--- src/rtl/hazard_ctrl_if.sv ---
// Signal bundle between the ID/EX pipeline stages and the hazard controller.
// The pipeline side is the master; the controller is the slave.
interface hazard_ctrl_if #(
  parameter int REG_W = 5
);
  logic [REG_W-1:0] id_rs_i;
  logic [REG_W-1:0] id_rt_i;
  logic             id_rs_use_i;
  logic             id_rt_use_i;
  logic             id_muldiv_i;
  logic [REG_W-1:0] ex_rd_i;
  logic             ex_mem_read_i;
  logic             ex_branch_taken_i;
  logic             pc_write_o;
  logic             ifid_write_o;
  logic             idex_write_o;
  logic             ifid_flush_o;
  logic             idex_flush_o;
  logic             exmem_flush_o;
  logic             busy_o;
  logic [1:0]       state_o;

  modport master (
    output id_rs_i, id_rt_i, id_rs_use_i, id_rt_use_i, id_muldiv_i,
           ex_rd_i, ex_mem_read_i, ex_branch_taken_i,
    input  pc_write_o, ifid_write_o, idex_write_o,
           ifid_flush_o, idex_flush_o, exmem_flush_o, busy_o, state_o
  );

  modport slave (
    input  id_rs_i, id_rt_i, id_rs_use_i, id_rt_use_i, id_muldiv_i,
           ex_rd_i, ex_mem_read_i, ex_branch_taken_i,
    output pc_write_o, ifid_write_o, idex_write_o,
           ifid_flush_o, idex_flush_o, exmem_flush_o, busy_o, state_o
  );
endinterface

--- src/rtl/hazard_ctrl.sv ---
// Pipeline hazard controller: load-use stalls, taken-branch flushes and
// mul/div EX occupancy, sequenced by a small FSM with a shared down-counter.
module hazard_ctrl #(
  parameter int REG_W          = 5,
  parameter int LOAD_USE_STALL = 1,
  parameter int MULDIV_CYCLES  = 32
) (
  input  logic         clk_i,
  input  logic         rst_i,
  hazard_ctrl_if.slave bus
);

  typedef enum logic [1:0] {
    RUN     = 2'd0,
    LSTALL  = 2'd1,
    MULDIV  = 2'd2,
    ILLEGAL = 2'd3
  } state_t;

  localparam logic [5:0]       LSTALL_LOAD = 6'(LOAD_USE_STALL - 1);
  localparam logic [5:0]       MULDIV_LOAD = 6'(MULDIV_CYCLES - 1);
  localparam logic [REG_W-1:0] ZERO_REG    = '0;

  state_t     r_state;
  state_t     w_next_state;
  logic [5:0] r_cnt;
  logic [5:0] w_next_cnt;

  logic w_rs_hit;
  logic w_rt_hit;
  logic w_load_hazard;
  logic w_pc_write;
  logic w_ifid_write;
  logic w_idex_write;
  logic w_ifid_flush;
  logic w_idex_flush;
  logic w_exmem_flush;
  logic w_busy;

  // Register r0 is hardwired to zero, so a load targeting it never creates a hazard.
  assign w_rs_hit      = bus.id_rs_use_i && (bus.id_rs_i == bus.ex_rd_i);
  assign w_rt_hit      = bus.id_rt_use_i && (bus.id_rt_i == bus.ex_rd_i);
  assign w_load_hazard = bus.ex_mem_read_i && (bus.ex_rd_i != ZERO_REG) &&
                         (w_rs_hit || w_rt_hit);

  always_ff @(posedge clk_i or posedge rst_i) begin
    if (rst_i) begin
      r_state <= RUN;
      r_cnt   <= '0;
    end else begin
      r_state <= w_next_state;
      r_cnt   <= w_next_cnt;
    end
  end

  always_comb begin
    w_next_state  = r_state;
    w_next_cnt    = r_cnt;
    w_pc_write    = 1'b1;
    w_ifid_write  = 1'b1;
    w_idex_write  = 1'b1;
    w_ifid_flush  = 1'b0;
    w_idex_flush  = 1'b0;
    w_exmem_flush = 1'b0;
    w_busy        = 1'b0;

    case (r_state)
      LSTALL: begin
        w_pc_write   = 1'b0;
        w_ifid_write = 1'b0;
        w_idex_flush = 1'b1;
        if (r_cnt <= 6'd1) begin
          w_next_state = RUN;
        end else begin
          w_next_cnt = r_cnt - 6'd1;
        end
      end

      MULDIV: begin
        w_pc_write    = 1'b0;
        w_ifid_write  = 1'b0;
        w_idex_write  = 1'b0;
        w_exmem_flush = 1'b1;
        w_busy        = 1'b1;
        if (r_cnt <= 6'd1) begin
          w_next_state = RUN;
        end else begin
          w_next_cnt = r_cnt - 6'd1;
        end
      end

      // RUN, and the unused encoding, which recovers straight to RUN.
      default: begin
        w_next_state = RUN;
        if (bus.ex_branch_taken_i) begin
          w_ifid_flush = 1'b1;
          w_idex_flush = 1'b1;
        end else if (w_load_hazard) begin
          w_pc_write   = 1'b0;
          w_ifid_write = 1'b0;
          w_idex_flush = 1'b1;
          if (LOAD_USE_STALL > 1) begin
            w_next_state = LSTALL;
            w_next_cnt   = LSTALL_LOAD;
          end
        end else if (bus.id_muldiv_i) begin
          if (MULDIV_CYCLES > 1) begin
            w_next_state = MULDIV;
            w_next_cnt   = MULDIV_LOAD;
          end
        end
      end
    endcase

    // The whole pipeline is frozen while reset is held.
    if (rst_i) begin
      w_pc_write    = 1'b0;
      w_ifid_write  = 1'b0;
      w_idex_write  = 1'b0;
      w_ifid_flush  = 1'b0;
      w_idex_flush  = 1'b0;
      w_exmem_flush = 1'b0;
      w_busy        = 1'b0;
    end
  end

  assign bus.pc_write_o    = w_pc_write;
  assign bus.ifid_write_o  = w_ifid_write;
  assign bus.idex_write_o  = w_idex_write;
  assign bus.ifid_flush_o  = w_ifid_flush;
  assign bus.idex_flush_o  = w_idex_flush;
  assign bus.exmem_flush_o = w_exmem_flush;
  assign bus.busy_o        = w_busy;
  assign bus.state_o       = r_state;

endmodule

--- src/flat_wrapper.sv ---
// flat-port wrapper written by rule: the top's interface ports become plain ports
module hazard_ctrl_flat 
#(
  parameter int REG_W          = 5,
  parameter int LOAD_USE_STALL = 1,
  parameter int MULDIV_CYCLES  = 32
)
  (clk_i, rst_i, bus_id_rs_i, bus_id_rt_i, bus_id_rs_use_i, bus_id_rt_use_i, bus_id_muldiv_i, bus_ex_rd_i, bus_ex_mem_read_i, bus_ex_branch_taken_i, bus_pc_write_o, bus_ifid_write_o, bus_idex_write_o, bus_ifid_flush_o, bus_idex_flush_o, bus_exmem_flush_o, bus_busy_o, bus_state_o);
  hazard_ctrl_if #(.REG_W(REG_W)) bus_i ();
  input  logic clk_i;
  input  logic rst_i;
  input wire logic [$bits(bus_i.id_rs_i)-1:0] bus_id_rs_i;
  input wire logic [$bits(bus_i.id_rt_i)-1:0] bus_id_rt_i;
  input wire logic [$bits(bus_i.id_rs_use_i)-1:0] bus_id_rs_use_i;
  input wire logic [$bits(bus_i.id_rt_use_i)-1:0] bus_id_rt_use_i;
  input wire logic [$bits(bus_i.id_muldiv_i)-1:0] bus_id_muldiv_i;
  input wire logic [$bits(bus_i.ex_rd_i)-1:0] bus_ex_rd_i;
  input wire logic [$bits(bus_i.ex_mem_read_i)-1:0] bus_ex_mem_read_i;
  input wire logic [$bits(bus_i.ex_branch_taken_i)-1:0] bus_ex_branch_taken_i;
  output wire logic [$bits(bus_i.pc_write_o)-1:0] bus_pc_write_o;
  output wire logic [$bits(bus_i.ifid_write_o)-1:0] bus_ifid_write_o;
  output wire logic [$bits(bus_i.idex_write_o)-1:0] bus_idex_write_o;
  output wire logic [$bits(bus_i.ifid_flush_o)-1:0] bus_ifid_flush_o;
  output wire logic [$bits(bus_i.idex_flush_o)-1:0] bus_idex_flush_o;
  output wire logic [$bits(bus_i.exmem_flush_o)-1:0] bus_exmem_flush_o;
  output wire logic [$bits(bus_i.busy_o)-1:0] bus_busy_o;
  output wire logic [$bits(bus_i.state_o)-1:0] bus_state_o;
  assign bus_i.id_rs_i = bus_id_rs_i;
  assign bus_i.id_rt_i = bus_id_rt_i;
  assign bus_i.id_rs_use_i = bus_id_rs_use_i;
  assign bus_i.id_rt_use_i = bus_id_rt_use_i;
  assign bus_i.id_muldiv_i = bus_id_muldiv_i;
  assign bus_i.ex_rd_i = bus_ex_rd_i;
  assign bus_i.ex_mem_read_i = bus_ex_mem_read_i;
  assign bus_i.ex_branch_taken_i = bus_ex_branch_taken_i;
  assign bus_pc_write_o = bus_i.pc_write_o;
  assign bus_ifid_write_o = bus_i.ifid_write_o;
  assign bus_idex_write_o = bus_i.idex_write_o;
  assign bus_ifid_flush_o = bus_i.ifid_flush_o;
  assign bus_idex_flush_o = bus_i.idex_flush_o;
  assign bus_exmem_flush_o = bus_i.exmem_flush_o;
  assign bus_busy_o = bus_i.busy_o;
  assign bus_state_o = bus_i.state_o;
  hazard_ctrl #(.REG_W(REG_W), .LOAD_USE_STALL(LOAD_USE_STALL), .MULDIV_CYCLES(MULDIV_CYCLES)) u_core (.clk_i(clk_i), .rst_i(rst_i), .bus(bus_i));
endmodule
--- config.mk ---
export PLATFORM = sky130hd
export DESIGN_NAME = hazard_ctrl_flat
export DESIGN_NICKNAME = d
export VERILOG_FILES = /design/src/rtl/hazard_ctrl_if.sv /design/src/rtl/hazard_ctrl.sv /design/src/flat_wrapper.sv
export SDC_FILE = /design/constraint.sdc
export NUM_CORES = 1
export LEC_CHECK = 0
export ABC_AREA = 1
export BUFFER_PORTS_ARGS = -buffer_cell sky130_fd_sc_hd__buf_2
export CAP_MARGIN = 40
export CORE_MARGIN = 3
export CORE_UTILIZATION = 29
export DETAILED_ROUTE_END_ITERATION = 16
export SLEW_MARGIN = 5
export SYNTH_ARGS = -nofsm -noshare
export SYNTH_HDL_FRONTEND = slang
export SYNTH_SLANG_ARGS = --single-unit
export TNS_END_PERCENT = 30
--- constraint.sdc ---
create_clock -name clk_i -period 1.4 [get_ports clk_i]
set_clock_uncertainty 0.05 [all_clocks]
set_input_delay 0.28 -clock clk_i [delete_from_list [all_inputs] [get_ports clk_i]]
set_output_delay 0.28 -clock clk_i [all_outputs]
set_load 0.1 [all_outputs]
; After elaboration in Yosys (flattened, before gate mapping)
; Cells that the tools add are included.
[word_totals]
out_inout_bits = 9
elab_cells = 46
reg_bits = 8
[op_classes]
order_cmp = 1
n_eq_ne = 8
muxes = 25
n_addsub = 1
n_reduce_logical = 9
[ops]
columns = operator, n
row1 = 6-bit 2-to-1 mux, 5
row2 = 1-bit 2-to-1 mux, 14
row3 = 5-bit equality test, 2
row4 = 2-bit 2-to-1 mux, 5
row5 = 6-bit by 1-bit less-or-equal comparator with 1-bit output (second input constant), 1
row6 = 2-bit != test (second input constant), 3
row7 = 6-bit by 1-bit subtractor with 6-bit output (second input constant), 1
row8 = 5-bit nonzero test, 1
row9 = 1-bit logical AND, 4
row10 = 4-bit AND reduction, 1
row11 = 2-bit by 1-bit equality test with 1-bit output (second input constant), 1
row12 = 2-bit equality test (second input constant), 1
row13 = 2-bit by 1-bit != test with 1-bit output (second input constant), 1
row14 = 1-bit one-hot mux with 2 select lines, 1
row15 = 2-bit nonzero test, 1
row16 = 2-bit OR reduction, 1
row17 = 1-bit logical OR, 1

; Longest topological paths before layout
[logic_depth]
word_depth = 8
ltp_mapped = 10
ltp_nobuf = 10

; Worst setup path before layout
; OpenSTA, ideal clock, no wires.
[synth_path]
kind = reg-to-output
start = register u_core.r_state[1] (netlist: u_core.bus.state_o[1])
end = output bus_pc_write_o
setup_slack_ns = -2.435
stages_incl_launch_ff = 5
path_buffers = 1
arrival_time_ns = 3.505
cell_sequence = dfrtp_1 nor2_1 nand2_1 inv_1 buf_4
[synth_between]
elab_chain_cells = 4
[synth_lines]
columns = item, line_no
row1 = "start, declared", hazard_ctrl.sv:24  ; state_t r_state;
row2 = "start signal, assigned", hazard_ctrl.sv:51  ; r_state <= w_next_state;
row3 = 2-bit by 1-bit equality test with 1-bit output / 2-bit equality test (equally long branches), n/a
row4 = 2-bit OR reduction (no source line) (*), n/a
row5 = 1-bit 2-to-1 mux (*) (2 in a row), n/a
row6 = "end, declared", flat_wrapper.sv:20  ; output wire logic [$bits(bus_i.pc_write_o)-1:0] bus_pc_write_o;
; Mark *: on every way between the ends. The rest lies on a longest branch, timed or not.

; Worst setup path in the final report
[layout_path]
start = input bus_ex_rd_i[2]
end = output bus_pc_write_o
[layout_between]
elab_chain_cells = 8
[layout_lines]
columns = item, line_no
row1 = "start, declared", flat_wrapper.sv:17  ; input wire logic [$bits(bus_i.ex_rd_i)-1:0] bus_ex_rd_i;
row2 = 5-bit equality test (on tied branches), "hazard_ctrl.sv:41, hazard_ctrl.sv:42"
row3 = 1-bit logical AND (on tied branches), "hazard_ctrl.sv:41, hazard_ctrl.sv:42"
row4 = 1-bit logical OR, hazard_ctrl.sv:44  ; (w_rs_hit || w_rt_hit);
row5 = 1-bit logical AND (*), hazard_ctrl.sv:43  ; assign w_load_hazard = bus.ex_mem_read_i && (bus.ex_rd_i != ZERO_REG) &&
row6 = 1-bit 2-to-1 mux (*), hazard_ctrl.sv:98  ; end else if (w_load_hazard) begin
row7 = 1-bit 2-to-1 mux (*), hazard_ctrl.sv:95  ; if (bus.ex_branch_taken_i) begin
row8 = 1-bit 2-to-1 mux (*), hazard_ctrl.sv:67  ; case (r_state)
row9 = 1-bit 2-to-1 mux (*), hazard_ctrl.sv:116  ; if (rst_i) begin
; Marks and branches as above.

==> run metrics <==
status=finished, violations left; Final Setup Violations=9; Pwr Density=approximately 1400 nW/µm²; fin crit period=1.73 ns; drt pass-1 iters=4; Post-Synthesis Cells=125; total of max-cap violations=0; non-filler cells, final=roughly 200; First DRT Iteration DRCs=28; clock sink count=7; Peak supply drop=slightly below 1000 µV; Worst Setup End Kind=primary output; met3 WL=103 µm; row cnt=18; GRT overflow=0; crit path kind=primary input to primary output; initial antenna violation count=0; fmax=0.579 GHz; post-synthesis sequential area ratio=around 22%; Yosys warning total=0; CTS H-tree depth=1; Avg Cell Area, Syn=about 6.3 µm²; met2 WL post-DR=around 1200 µm; Leak=between 0.7 and 0.8 nW; Worst Path Arrival=1.40 ns; failing checks=setup timing; routed via count=roughly 930; # IOs=31; clock buffer depth=2; M1 WL=slightly below 900 µm; switching share of power=48.4%; Area Overhead vs Synth=74.6%; Clock transition at path regs=~0.060 ns; Post-synth EDFFs=0; RSZ-0062 raised after global routing=yes; Placer Congestion=between 0.8 and 0.9; DIE AREA=approximately 3400 µm²; Placed Instances=~190; die width=between 50 and 60 µm; Skew-Pair Late Insertion Delay=0.26 ns; Pwr Total=roughly 0.0020 W; die height=just under 60 µm; Gate power share=about 70%; core area=~2500 µm²; hold path start=bus_ex_branch_taken_i; Worst Slack Setup Final=-0.327 ns; Final Max Slew Viols=0; NumNets Final=between 150 and 200; RR Startpoint=u_core.bus.state_o[1]$_DFFE_PP0P_; Post-Route WL=~2200 µm; FFs w/ async S/R, synth=100%; first-pass GRT wire length=roughly 3800 µm; DRC=0; most frequently used flop master after synthesis=dfrtp_1; Port-buffer cells=29; top cell type's share of synthesized area=around 22%; Pint=slightly above 0.001 W; Sequential Power Share=19.6%; largest net degree at the start of global routing=8; CP Launch Type=primary input; vias per cell=~4.6; sw power=around 0.00097 W; CTS Buf Count=3; area leader, netlist=dfrtp_1; Filler cells=251; Diodes inserted=0; Cell Area, Placed=around 1200 µm²; Cell variety after synth=23; vias in the first global route=906; Routed Antenna Nets=0; syn_nets=~150; FF+latch count, synth=7; required time of the critical path=~1.1 ns; Hold Path Class=primary input to register; clock share of power=approximately a tenth; final setup TNS=-1.55 ns; starting density of the core=between 30% and 40%; final instance area=around 1400 µm²; Final Hold Viols=0; Tcrit/Tclk final=123%; layout cell share with drive strength beyond 1=51.5%; GRT Total Usage=between 10% and 20%; HPWL Detailed=about 1700 µm; CTS tree=done; top layer in use=met4; Mapped Area=793 µm²; clk root buf=clkbuf_4; critical path startpoint=bus_ex_rd_i[2]; largest cells by area after synthesis=dfrtp_1 22%, nand2_1 21%, inv_1 8.0%; post-DR wirelength/cell=11.1 µm; Worst Path Max Fanout=4; fin util=approximately 54%
[routing by layer]
metal / vias up / global-route usage, %
li1: 475 / -
met1: 425 / 16.1
met2: 22 / 26.6
met3: 5 / 2.85
met4: 0 / 6.95
met5: - / 0
[cells in the mapped netlist, drive strengths merged (2+ instances only)]
cell / number
dfrtp: 7
o21ai: 5
nor2: 15
nor3: 2
nand3: 6
a21oi: 2
nand4: 6
nand2: 48
inv: 23
ha: 2
buf: 3
[worst paths after layout]
kind	to	slack, ns	cells past startpoint
worst min-delay path	u_core.r_cnt[0]$_DFFE_PP0P_	0.38	4
worst max-delay path	bus_pc_write_o	-0.33	10
max in group asynchronous	u_core.bus.state_o[1]$_DFFE_PP0P_	0.52	3
worst min register to register	u_core.r_cnt[5]$_DFFE_PP0P_	0.46	2
worst max register to register	u_core.r_cnt[3]$_DFFE_PP0P_	-0.01	6
min in group asynchronous	u_core.bus.state_o[1]$_DFFE_PP0P_	0.53	3
[critical path, cell delays in order]
cell and delay, ns:
buf_8 0.10, nand2_1 0.05, nand2_1 0.06, nor2_2 0.13, nand3_2 0.11, a21oi_2 0.17
nand2_1 0.08, nand2_2 0.08, clkinvlp_4 0.13, buf_12 0.19
[per-stage QoR]
stage	worst slack, ns	hold WS, ns
floorplan	-0.876	0.0334
finish	-0.327	0.383
detailed placement	-0.394	0.259
global route	-0.391	0.427
global placement	-0.343	0.245
CTS	-0.313	0.379
[power groups by stage]
stage	clock (W)	sequential, W	combinational [W]
final	0.000202	0.000392	0.00140
after global routing	0.000212	0.000409	0.00155
after CTS	0.000208	0.000392	0.00140
after detailed placement	0	0.000389	0.00131
after global placement	0	0.000387	0.00128
after floorplan	0	0.000451	0.000815
[area by class of cell]
class                   instances  area (µm²)  share of cell area [%]
flip-flops and latches          7         179                    12.9
clock buffers                   4        26.3                    1.90
inverters                      24         106                    7.68
multi-input cells              91         552                    39.8
well taps                      30        37.5                    2.71
repair buffers                 45         484                    35.0
[kinds of logic (layout without fill, tap and decap cells)]
| group | Yosys count | after routing | synth area share (%) |
|---|---|---|---|
| simple gates | 77 | 77 | 46.2 |
| flops | 7 | 7 | 22.1 |
| fa+ha+maj | 2 | 2 | 3.15 |
| compound gates | 10 | 10 | 11.0 |
| other cells | 1 | 1 | 0.473 |
| xor+xnor | 1 | 1 | 1.10 |
| buf+inv | 27 | 73 | 15.9 |
[cells in the final DEF (no fill, tap or decap), types with 3 or more instances in the layout]
cell	instances
buf_12	9
buf_2	10
buf_4	13
buf_6	9
buf_8	3
clkbuf_4	3
dfrtp_1	6
inv_1	12
inv_2	8
nand2_1	39
nand2_2	9
nand4_1	6
nor2_1	7
nor2_2	6
o21ai_0	3
[flip-flops by register name, indices dropped and copies added, names as in the netlist]
signal              count
u_core.bus.state_o      1
u_core.r_cnt            6
[repair_timing]
item	in CTS	in global routing
setup buffers	3	0
resized for setup	24	13
endpoints found under the setup margin	14	14
hold buffers	1	0
pin swaps	13	13
hold endpoints to repair	7	0
(Power assumes the default switching activity.)
